===== src/rtl/mac_seq_pkg.sv =====
// Shared types and widths for the mac_seq neuron-lane controller.
package mac_seq_pkg;

    localparam int OPND_W = 8;
    localparam int ACC_W  = 16;
    localparam int OUT_W  = 8;

    typedef enum logic [2:0] {
        IDLE = 3'd0,
        LOAD = 3'd1,
        ACC  = 3'd2,
        CAPT = 3'd3,
        OUT  = 3'd4
    } state_e;

endpackage


===== src/rtl/mac_seq_if.sv =====
// Bundle of operand stream, MAC drive/return and result stream for one neuron lane.
interface mac_seq_if;
    import mac_seq_pkg::*;

    logic              start;
    logic [OPND_W-1:0] bias_in;
    logic              in_valid;
    logic              in_ready;
    logic [OPND_W-1:0] in_a;
    logic [OPND_W-1:0] in_b;
    logic              mac_load;
    logic              mac_en;
    logic [OPND_W-1:0] mac_a;
    logic [OPND_W-1:0] mac_b;
    logic [OPND_W-1:0] mac_bias;
    logic [ACC_W-1:0]  mac_result;
    logic              out_valid;
    logic              out_ready;
    logic [OUT_W-1:0]  out_data;
    logic [ACC_W-1:0]  out_raw;
    logic              busy;

    // Controller side
    modport master (
        input  start, bias_in, in_valid, in_a, in_b, mac_result, out_ready,
        output in_ready, mac_load, mac_en, mac_a, mac_b, mac_bias,
               out_valid, out_data, out_raw, busy
    );

    // Environment side: operand source, MAC and result sink
    modport slave (
        output start, bias_in, in_valid, in_a, in_b, mac_result, out_ready,
        input  in_ready, mac_load, mac_en, mac_a, mac_b, mac_bias,
               out_valid, out_data, out_raw, busy
    );

endinterface


===== src/rtl/mac_seq_requant.sv =====
// Requantizes the 16-bit sum to 8 bits by a fixed right shift.
// With MAC_SEQ_SAT_EN defined the result clamps at 255, otherwise it wraps.
module mac_seq_requant
    import mac_seq_pkg::*;
#(
    parameter int OUT_SHIFT = 8
) (
    input  logic [ACC_W-1:0] acc,
    output logic [OUT_W-1:0] q
);

    logic [ACC_W-1:0] shifted_s;

    // Shift, then clamp or truncate to the output width
    always_comb begin
        shifted_s = acc >> OUT_SHIFT;
`ifdef MAC_SEQ_SAT_EN
        if (shifted_s > 16'd255) begin
            q = 8'hFF;
        end else begin
            q = shifted_s[OUT_W-1:0];
        end
`else
        q = shifted_s[OUT_W-1:0];
`endif
    end

endmodule


===== src/rtl/mac_seq.sv =====
// Sequencer for one bias-preloaded MAC lane: load bias, stream N_IN pairs, return requantized sum.
// Output saturation is selected by MAC_SEQ_SAT_EN (see mac_seq_requant).
module mac_seq
    import mac_seq_pkg::*;
#(
    parameter int N_IN      = 784,
    parameter int CNT_W     = $clog2(N_IN) + 1,
    parameter int OUT_SHIFT = 8
) (
    input  logic     clkext,
    input  logic     rst_n,
    mac_seq_if.master bus
);

    localparam logic [CNT_W-1:0] LAST_BEAT = CNT_W'(N_IN - 1);

    state_e            state_r;
    logic [CNT_W-1:0]  cnt_r;
    logic [OPND_W-1:0] bias_r;
    logic [ACC_W-1:0]  raw_r;
    logic [OUT_W-1:0]  data_r;
    logic              in_ready_r;
    logic              mac_load_r;
    logic              out_valid_r;
    logic              busy_r;
    logic              fire_s;
    logic [OUT_W-1:0]  q_s;

    mac_seq_requant #(.OUT_SHIFT(OUT_SHIFT)) u_requant (
        .acc (bus.mac_result),
        .q   (q_s)
    );

    // A beat is accepted only while the ACC-state ready flag is up
    assign fire_s = bus.in_valid & in_ready_r;

    // Control FSM; status flags are registered alongside the state transition
    always_ff @(posedge clkext or negedge rst_n) begin
        if (!rst_n) begin
            state_r     <= IDLE;
            cnt_r       <= {CNT_W{1'b0}};
            bias_r      <= 8'h00;
            raw_r       <= 16'h0000;
            data_r      <= 8'h00;
            in_ready_r  <= 1'b0;
            mac_load_r  <= 1'b0;
            out_valid_r <= 1'b0;
            busy_r      <= 1'b0;
        end else begin
            case (state_r)
                IDLE: begin
                    if (bus.start) begin
                        bias_r     <= bus.bias_in;
                        cnt_r      <= {CNT_W{1'b0}};
                        mac_load_r <= 1'b1;
                        busy_r     <= 1'b1;
                        state_r    <= LOAD;
                    end
                end
                LOAD: begin
                    mac_load_r <= 1'b0;
                    in_ready_r <= 1'b1;
                    state_r    <= ACC;
                end
                ACC: begin
                    if (fire_s) begin
                        if (cnt_r == LAST_BEAT) begin
                            in_ready_r <= 1'b0;
                            state_r    <= CAPT;
                        end else begin
                            cnt_r <= cnt_r + CNT_W'(1);
                        end
                    end
                end
                CAPT: begin
                    // The MAC registered the last product on the previous edge
                    raw_r       <= bus.mac_result;
                    data_r      <= q_s;
                    out_valid_r <= 1'b1;
                    state_r     <= OUT;
                end
                OUT: begin
                    if (bus.out_ready) begin
                        out_valid_r <= 1'b0;
                        busy_r      <= 1'b0;
                        state_r     <= IDLE;
                    end
                end
                default: begin
                    state_r     <= IDLE;
                    cnt_r       <= {CNT_W{1'b0}};
                    in_ready_r  <= 1'b0;
                    mac_load_r  <= 1'b0;
                    out_valid_r <= 1'b0;
                    busy_r      <= 1'b0;
                end
            endcase
        end
    end

    assign bus.in_ready  = in_ready_r;
    assign bus.mac_load  = mac_load_r;
    assign bus.mac_en    = fire_s;
    assign bus.mac_a     = fire_s ? bus.in_a : 8'h00;
    assign bus.mac_b     = fire_s ? bus.in_b : 8'h00;
    assign bus.mac_bias  = bias_r;
    assign bus.out_valid = out_valid_r;
    assign bus.out_data  = data_r;
    assign bus.out_raw   = raw_r;
    assign bus.busy      = busy_r;

endmodule


===== src/flat_wrapper.sv =====
// flat-port wrapper written by rule: the top's interface ports become plain ports
module mac_seq_flat import mac_seq_pkg::*;
#(
    parameter int N_IN      = 784,
    parameter int CNT_W     = $clog2(N_IN) + 1,
    parameter int OUT_SHIFT = 8
)
  (clkext, rst_n, bus_start, bus_bias_in, bus_in_valid, bus_in_a, bus_in_b, bus_mac_result, bus_out_ready, bus_in_ready, bus_mac_load, bus_mac_en, bus_mac_a, bus_mac_b, bus_mac_bias, bus_out_valid, bus_out_data, bus_out_raw, bus_busy);
  mac_seq_if bus_i ();
  input  logic clkext;
  input  logic rst_n;
  input wire logic [$bits(bus_i.start)-1:0] bus_start;
  input wire logic [$bits(bus_i.bias_in)-1:0] bus_bias_in;
  input wire logic [$bits(bus_i.in_valid)-1:0] bus_in_valid;
  input wire logic [$bits(bus_i.in_a)-1:0] bus_in_a;
  input wire logic [$bits(bus_i.in_b)-1:0] bus_in_b;
  input wire logic [$bits(bus_i.mac_result)-1:0] bus_mac_result;
  input wire logic [$bits(bus_i.out_ready)-1:0] bus_out_ready;
  output wire logic [$bits(bus_i.in_ready)-1:0] bus_in_ready;
  output wire logic [$bits(bus_i.mac_load)-1:0] bus_mac_load;
  output wire logic [$bits(bus_i.mac_en)-1:0] bus_mac_en;
  output wire logic [$bits(bus_i.mac_a)-1:0] bus_mac_a;
  output wire logic [$bits(bus_i.mac_b)-1:0] bus_mac_b;
  output wire logic [$bits(bus_i.mac_bias)-1:0] bus_mac_bias;
  output wire logic [$bits(bus_i.out_valid)-1:0] bus_out_valid;
  output wire logic [$bits(bus_i.out_data)-1:0] bus_out_data;
  output wire logic [$bits(bus_i.out_raw)-1:0] bus_out_raw;
  output wire logic [$bits(bus_i.busy)-1:0] bus_busy;
  assign bus_i.start = bus_start;
  assign bus_i.bias_in = bus_bias_in;
  assign bus_i.in_valid = bus_in_valid;
  assign bus_i.in_a = bus_in_a;
  assign bus_i.in_b = bus_in_b;
  assign bus_i.mac_result = bus_mac_result;
  assign bus_i.out_ready = bus_out_ready;
  assign bus_in_ready = bus_i.in_ready;
  assign bus_mac_load = bus_i.mac_load;
  assign bus_mac_en = bus_i.mac_en;
  assign bus_mac_a = bus_i.mac_a;
  assign bus_mac_b = bus_i.mac_b;
  assign bus_mac_bias = bus_i.mac_bias;
  assign bus_out_valid = bus_i.out_valid;
  assign bus_out_data = bus_i.out_data;
  assign bus_out_raw = bus_i.out_raw;
  assign bus_busy = bus_i.busy;
  mac_seq #(.N_IN(N_IN), .CNT_W(CNT_W), .OUT_SHIFT(OUT_SHIFT)) u_core (.clkext(clkext), .rst_n(rst_n), .bus(bus_i));
endmodule

===== config.mk =====
export PLATFORM = sky130hd
export DESIGN_NAME = mac_seq_flat
export DESIGN_NICKNAME = d
export VERILOG_FILES = /design/src/rtl/mac_seq_pkg.sv /design/src/rtl/mac_seq_if.sv /design/src/rtl/mac_seq_requant.sv /design/src/rtl/mac_seq.sv /design/src/flat_wrapper.sv
export SDC_FILE = /design/constraint.sdc
export NUM_CORES = 1
export LEC_CHECK = 0
export BUFFER_PORTS_ARGS = -buffer_cell sky130_fd_sc_hd__buf_2
export CORE_UTILIZATION = 25
export CTS_CLUSTER_DIAMETER = 200
export DETAILED_ROUTE_END_ITERATION = 10
export GPL_ROUTABILITY_DRIVEN = 0
export PLACE_DENSITY = 0.46
export SLEW_MARGIN = 10
export SYNTH_ARGS = -nofsm -noshare
export SYNTH_HDL_FRONTEND = slang
export SYNTH_HIERARCHICAL = 1
export SYNTH_SLANG_ARGS = --single-unit

===== constraint.sdc =====
create_clock -name clkext -period 2.31 [get_ports clkext]
set_clock_uncertainty 0.05 [all_clocks]
set_input_delay 0.462 -clock clkext [delete_from_list [all_inputs] [get_ports clkext]]
set_output_delay 0.462 -clock clkext [all_outputs]
set_load 0.01 [all_outputs]

* Yosys cells after proc, flatten, opt, wreduce, memory -nomap -nowiden *
Index checks and enable logic that the tools add are counted.

storage, ports and cells
  register bits after elaboration = 50
  bits in latches = 0
  bits in writable memories = 0
  bits in read-only memories = 0
  input port bits = 45
  output and inout bits = 53
  memories kept = 0

operators by class
  add/subtract/negate cells = 1
  multiply operators = 0
  divide/modulo/power cells = 0
  $lt $le $gt $ge = 0
  equal/unequal tests = 10
  shift-type cells = 0
  muxes and demuxes = 19
  bitwise operators = 6
  reductions and logical operators = 13

operators by type and width
  kind                                                                     number
  11-bit 2-to-1 mux                                                        3
  11-bit case mux with 3 select lines                                      1
  8-bit 2-to-1 mux                                                         2
  3-bit case mux with 5 select lines                                       1
  3-bit OR reduction                                                       5
  3-bit 2-to-1 mux                                                         4
  11-bit by 1-bit adder with 11-bit output, second input constant          1
  11-bit by 10-bit == test with 1-bit output, second input constant        1
  1-bit case mux with 3 select lines                                       3
  4-bit AND reduction                                                      2
  3-bit by 2-bit == test with 1-bit output, second input constant          2
  2-bit inequality test, second input constant                             3
  2-bit AND reduction                                                      3
  3-bit AND reduction                                                      2
  1-bit NOT                                                                5
  1-bit 2-to-1 mux                                                         4
  2-bit by 1-bit inequality test with 1-bit output, second input constant  2
  3-bit by 1-bit == test with 1-bit output, second input constant          1
  3-bit == test, second input constant                                     1
  3-bit zero test                                                          1
  1-bit case mux with 2 select lines                                       1
  1-bit AND                                                                1

* Logic depth before layout (Yosys ltp) *
  word-level depth = 4
  mapped depth = 7

* Cells and area by module *
Netlist, hierarchy kept.

by module, submodules not included
  module           times used  cells an instance  area an instance (um^2)
  mac_seq          1           198                2353.5
  mac_seq_requant  1           8                  60.1

* Worst setup path after synthesis *
No wires, ideal clock.

  path type = reg-to-reg
  start = register u_core.cnt_r[0]
  end = register u_core.cnt_r[9]
  setup time = 0.133 ns
  arrival time = 1.638 ns
  setup slack = 0.489 ns
  cell stages (with the launch flop) = 8
  buffers on the path = 2
  cells stage by stage = dfrtp_1 > ha_1 > and3_1 > clkbuf_1 > and4_1 > buf_2 > o31ai_2 > o41ai_2

on the way
  longest elaborated chain between the ends = 4
  elaborated cells between the ends (all ways) = 7
  classes of those cells = add/sub (1); eq/ne (2); mux (3); reduce/logical (1)

RTL lines
  what                                      RTL line       RTL
  start: declaration                        mac_seq.sv:18  logic [CNT_W-1:0] cnt_r;
  start signal: assignment                  mac_seq.sv:41  cnt_r <= {CNT_W{1'b0}};
  start signal: assignment                  mac_seq.sv:54  cnt_r <= {CNT_W{1'b0}};
  start signal: assignment                  mac_seq.sv:71  cnt_r <= cnt_r + CNT_W'(1);
  11-bit by 1-bit adder with 11-bit output  mac_seq.sv:71
  11-bit 2-to-1 mux                         mac_seq.sv:67  if (cnt_r == LAST_BEAT) begin
  11-bit 2-to-1 mux                         mac_seq.sv:66  if (fire_s) begin
  11-bit case mux with 3 select lines       mac_seq.sv:50  case (state_r)

Parallel ways exist; a longest one is shown, timed or not. The select of a mux whose other input is x is not followed.
A chain may end at the register's enable or synchronous reset.

* Worst setup path in the final report *
  start = register u_core.cnt_r[0]
  end = register u_core.cnt_r[3]

The elaborated chain is that of the path after synthesis.

==> results.ini <==
[yosys]
syn_area_um2=2414
ys_seq_area_frac=0.5184
synth_top_area_frac=0.5184
synthArstFlopShare=1.000
ys_warn_count=6
syn_area_per_cell_um2=11.72
synth.distinct_cells=40
synth_ff_type=dfrtp_1
ys_seq_elements=50
syn_inst=206
synthTopCellsByArea=dfrtp_1 (52%), mux2_2 (14%), and3_1 (4.9%)
synth_top_area_cell=dfrtp_1
syn_nets=252
synth-edff-count=0

[sta]
finalHoldViolCount=0
whs_ns=0.2015
timing.slew.headroom=0.5693
rsz0062_at_grt=no
drv_slew=0
finalCritPeriodShare=0.9016
fin_setup_tns_ns=0
worst_pin_slew_ns=0.6461
finalCriticalPeriod_ns=2.083
setup_viol=0
max_freq_mhz=480.1

[setup_path]
critPathArrivalTime_ns=2.24
cp-endpoint=u_core/cnt_r[3]
startpoint=u_core/cnt_r[0]
r2r-end=u_core/cnt_r[3]
reg2reg_from=u_core/cnt_r[0]
setup.worst_path.class=reg2reg
end_kind=flip-flop
cp-start-kind=flip-flop
reg2reg_slack_ns=0.23
r2r_cells=5
critPathMaxFanout=9
cp_data_required_time_ns=2.47

[die]
core_um2=9284
die_w_um=100.3
rows=35
chipHeight_um=100.3
dieArea_um2=10050
start_util=0.2600
ioPinCount=98

[min_path]
hold_path_class=in2async

[power]
p_leak_uw=0.001500
powerDensity_nw_per_um2=1148
ir_drop_v=0.0003726

[cts]
clock_path_buffers=2
cts_resized=0
cts_made_buffers=5
cts_tree=built
postCtsSetupBuffers=0
h-tree-depth=2
postCtsHoldBufs=0
cts_sinks=50
clkSlewWorstSetupHoldPaths_ns=0.10
insertion_delay_ns=0.30
cts-root-buf=clkbuf_8

[drt]
ant_nets=0
met1_length_um=2390
routedWlPerCell_um=12.73
initialDrtViolationCount=71
met3WireLength_um=301
vias=1902
via_per_inst=4.475
totalWireLength_um=5409
drt-pass1-iter-count=4
route.met2.wl_um=2621
routed.top_layer=met4
drt_drc_violations_left=0

[grt]
globalRouteOverflowTotal=0
antenna_found_initial=0
grt_usage=0.1097
grt_start_max_net_pins=51
grt_pass1_wl_um=8714
grt_pass1_vias=1811

[run_status]
status=complete, no violations

[place]
hpwl_um=3882
port_buffers=97
dp_cells=418

[final_layout]
final_layout_size_suffix_gt1_frac=0.4932
area_growth_pct=27.37
layoutNonFillerInstCount=425
n_antenna_cell=0
fin_nets=342

[job]
drv_cap=0

## power breakdown
part	total, uW	switching (uW)	internal, uW
clock	516	305	210
sequential	1480	253	1230
combinational	1530	753	776
total	3530	1310	2220
## layout by cell type, fill, tap and decap left out, drive strengths merged, types with 3 or more instances in the layout
cell type,n
and2,4
mux2,32
nor2,4
nor3,3
dfrtp,50
inv,5
and3,19
nand3,4
clkbuf,5
nand2b,3
o31ai,12
buf,105
o41ai,3
a21oi,4
o21ai,9
nand2,10
## cells in the mapped netlist (2+ instances only)
| master | instances |
|---|---|
| nand4_1 | 2 |
| buf_2 | 7 |
| nand2b_1 | 3 |
| a21oi_1 | 4 |
| mux2_1 | 3 |
| a31oi_1 | 2 |
| clkbuf_1 | 5 |
| dfrtp_1 | 50 |
| and4_1 | 2 |
| buf_4 | 8 |
| and3_1 | 19 |
| nand3_1 | 4 |
| nand2_1 | 10 |
| nor3_1 | 3 |
| and2_1 | 4 |
| inv_1 | 4 |
| o21ai_0 | 4 |
| a22oi_1 | 2 |
| a41oi_1 | 2 |
| mux2_2 | 29 |
| o41ai_2 | 2 |
| nor2_1 | 4 |
| o21ai_1 | 5 |
| o31ai_1 | 11 |
| nand3b_1 | 2 |
## layout make-up
| cell class | count | area, um^2 |
|---|---|---|
| clock inverters | 2 | 13.76 |
| clock buffers | 5 | 68.82 |
| fillers | 1008 | 6210 |
| multi-input cells | 130 | 1018 |
| repair buffers | 105 | 545.5 |
| flip-flops and latches | 50 | 1251 |
| well taps | 129 | 161.4 |
| inverters | 4 | 15.01 |
## metrics by stage
| step | worst slack [ns] | total power, uW | utilization | area, um^2 |
|---|---|---|---|---|
| floorplan | 0.4890 | 2456 | - | 2414 |
| global placement | 0.3431 | 3045 | 0.3222 | 2992 |
| detailed placement | 0.2735 | 3060 | 0.3222 | 2992 |
| CTS | 0.2387 | 3591 | 0.3311 | 3074 |
| global route | 0.1568 | 3812 | 0.3311 | 3074 |
| finish | 0.2273 | 3529 | 0.3311 | 3074 |
## metal layers
metal	vias up	track usage
met1	906	0.1313
met5	-	0
li1	923	-
met2	67	0.1897
met4	0	0.05017
met3	6	0.02159
## state kept, by name, summed over array words and instances (netlist names)
signal,flops
u_core/bus.mac_load,1
u_core/bus.mac_bias,8
u_core/bus.in_ready,1
u_core/bus.out_raw,16
u_core/cnt_r,11
u_core/bus.out_data,8
u_core/state_r,3
u_core/bus.busy,1
u_core/bus.out_valid,1
## cell families (layout without fill, tap and decap cells)
| group | count (synthesis) | in the layout | synth area share |
|---|---|---|---|
| adders and majority gates | 1 | 1 | 0.005183 |
| xor gates and xnor gates | 1 | 1 | 0.003629 |
| buffers and inverters | 26 | 116 | 0.05961 |
| muxes | 32 | 32 | 0.1493 |
| and+or+nand+nor | 58 | 58 | 0.1467 |
| DFF | 50 | 50 | 0.5184 |
| AOI/OAI and AO/OA | 38 | 38 | 0.1172 |
## worst min path at each step
stage | startpoint | end | slack (ns) | cells past startpoint
3_3_place_gp | u_core/bus.out_raw[1] | u_core/bus.out_raw[1] | 0.42 | 1
2_1_floorplan | rst_n | u_core/bus.busy | 0.12 | 0
5_1_grt | rst_n | u_core/bus.mac_bias[1] | 0.28 | 2
4_1_cts | rst_n | u_core/bus.mac_bias[1] | 0.24 | 2
3_5_place_dp | u_core/cnt_r[10] | u_core/cnt_r[10] | 0.43 | 1
6_report | rst_n | u_core/bus.mac_bias[5] | 0.20 | 2
## worst max-delay path: stages, from the launching register on
cell	delay, ns
dfrtp_1	0.45
ha_1	0.26
and3_1	0.20
and3_1	0.17
or3_1	0.54
o31ai_1	0.31
Note: power is estimated with default switching activity, not from simulation.
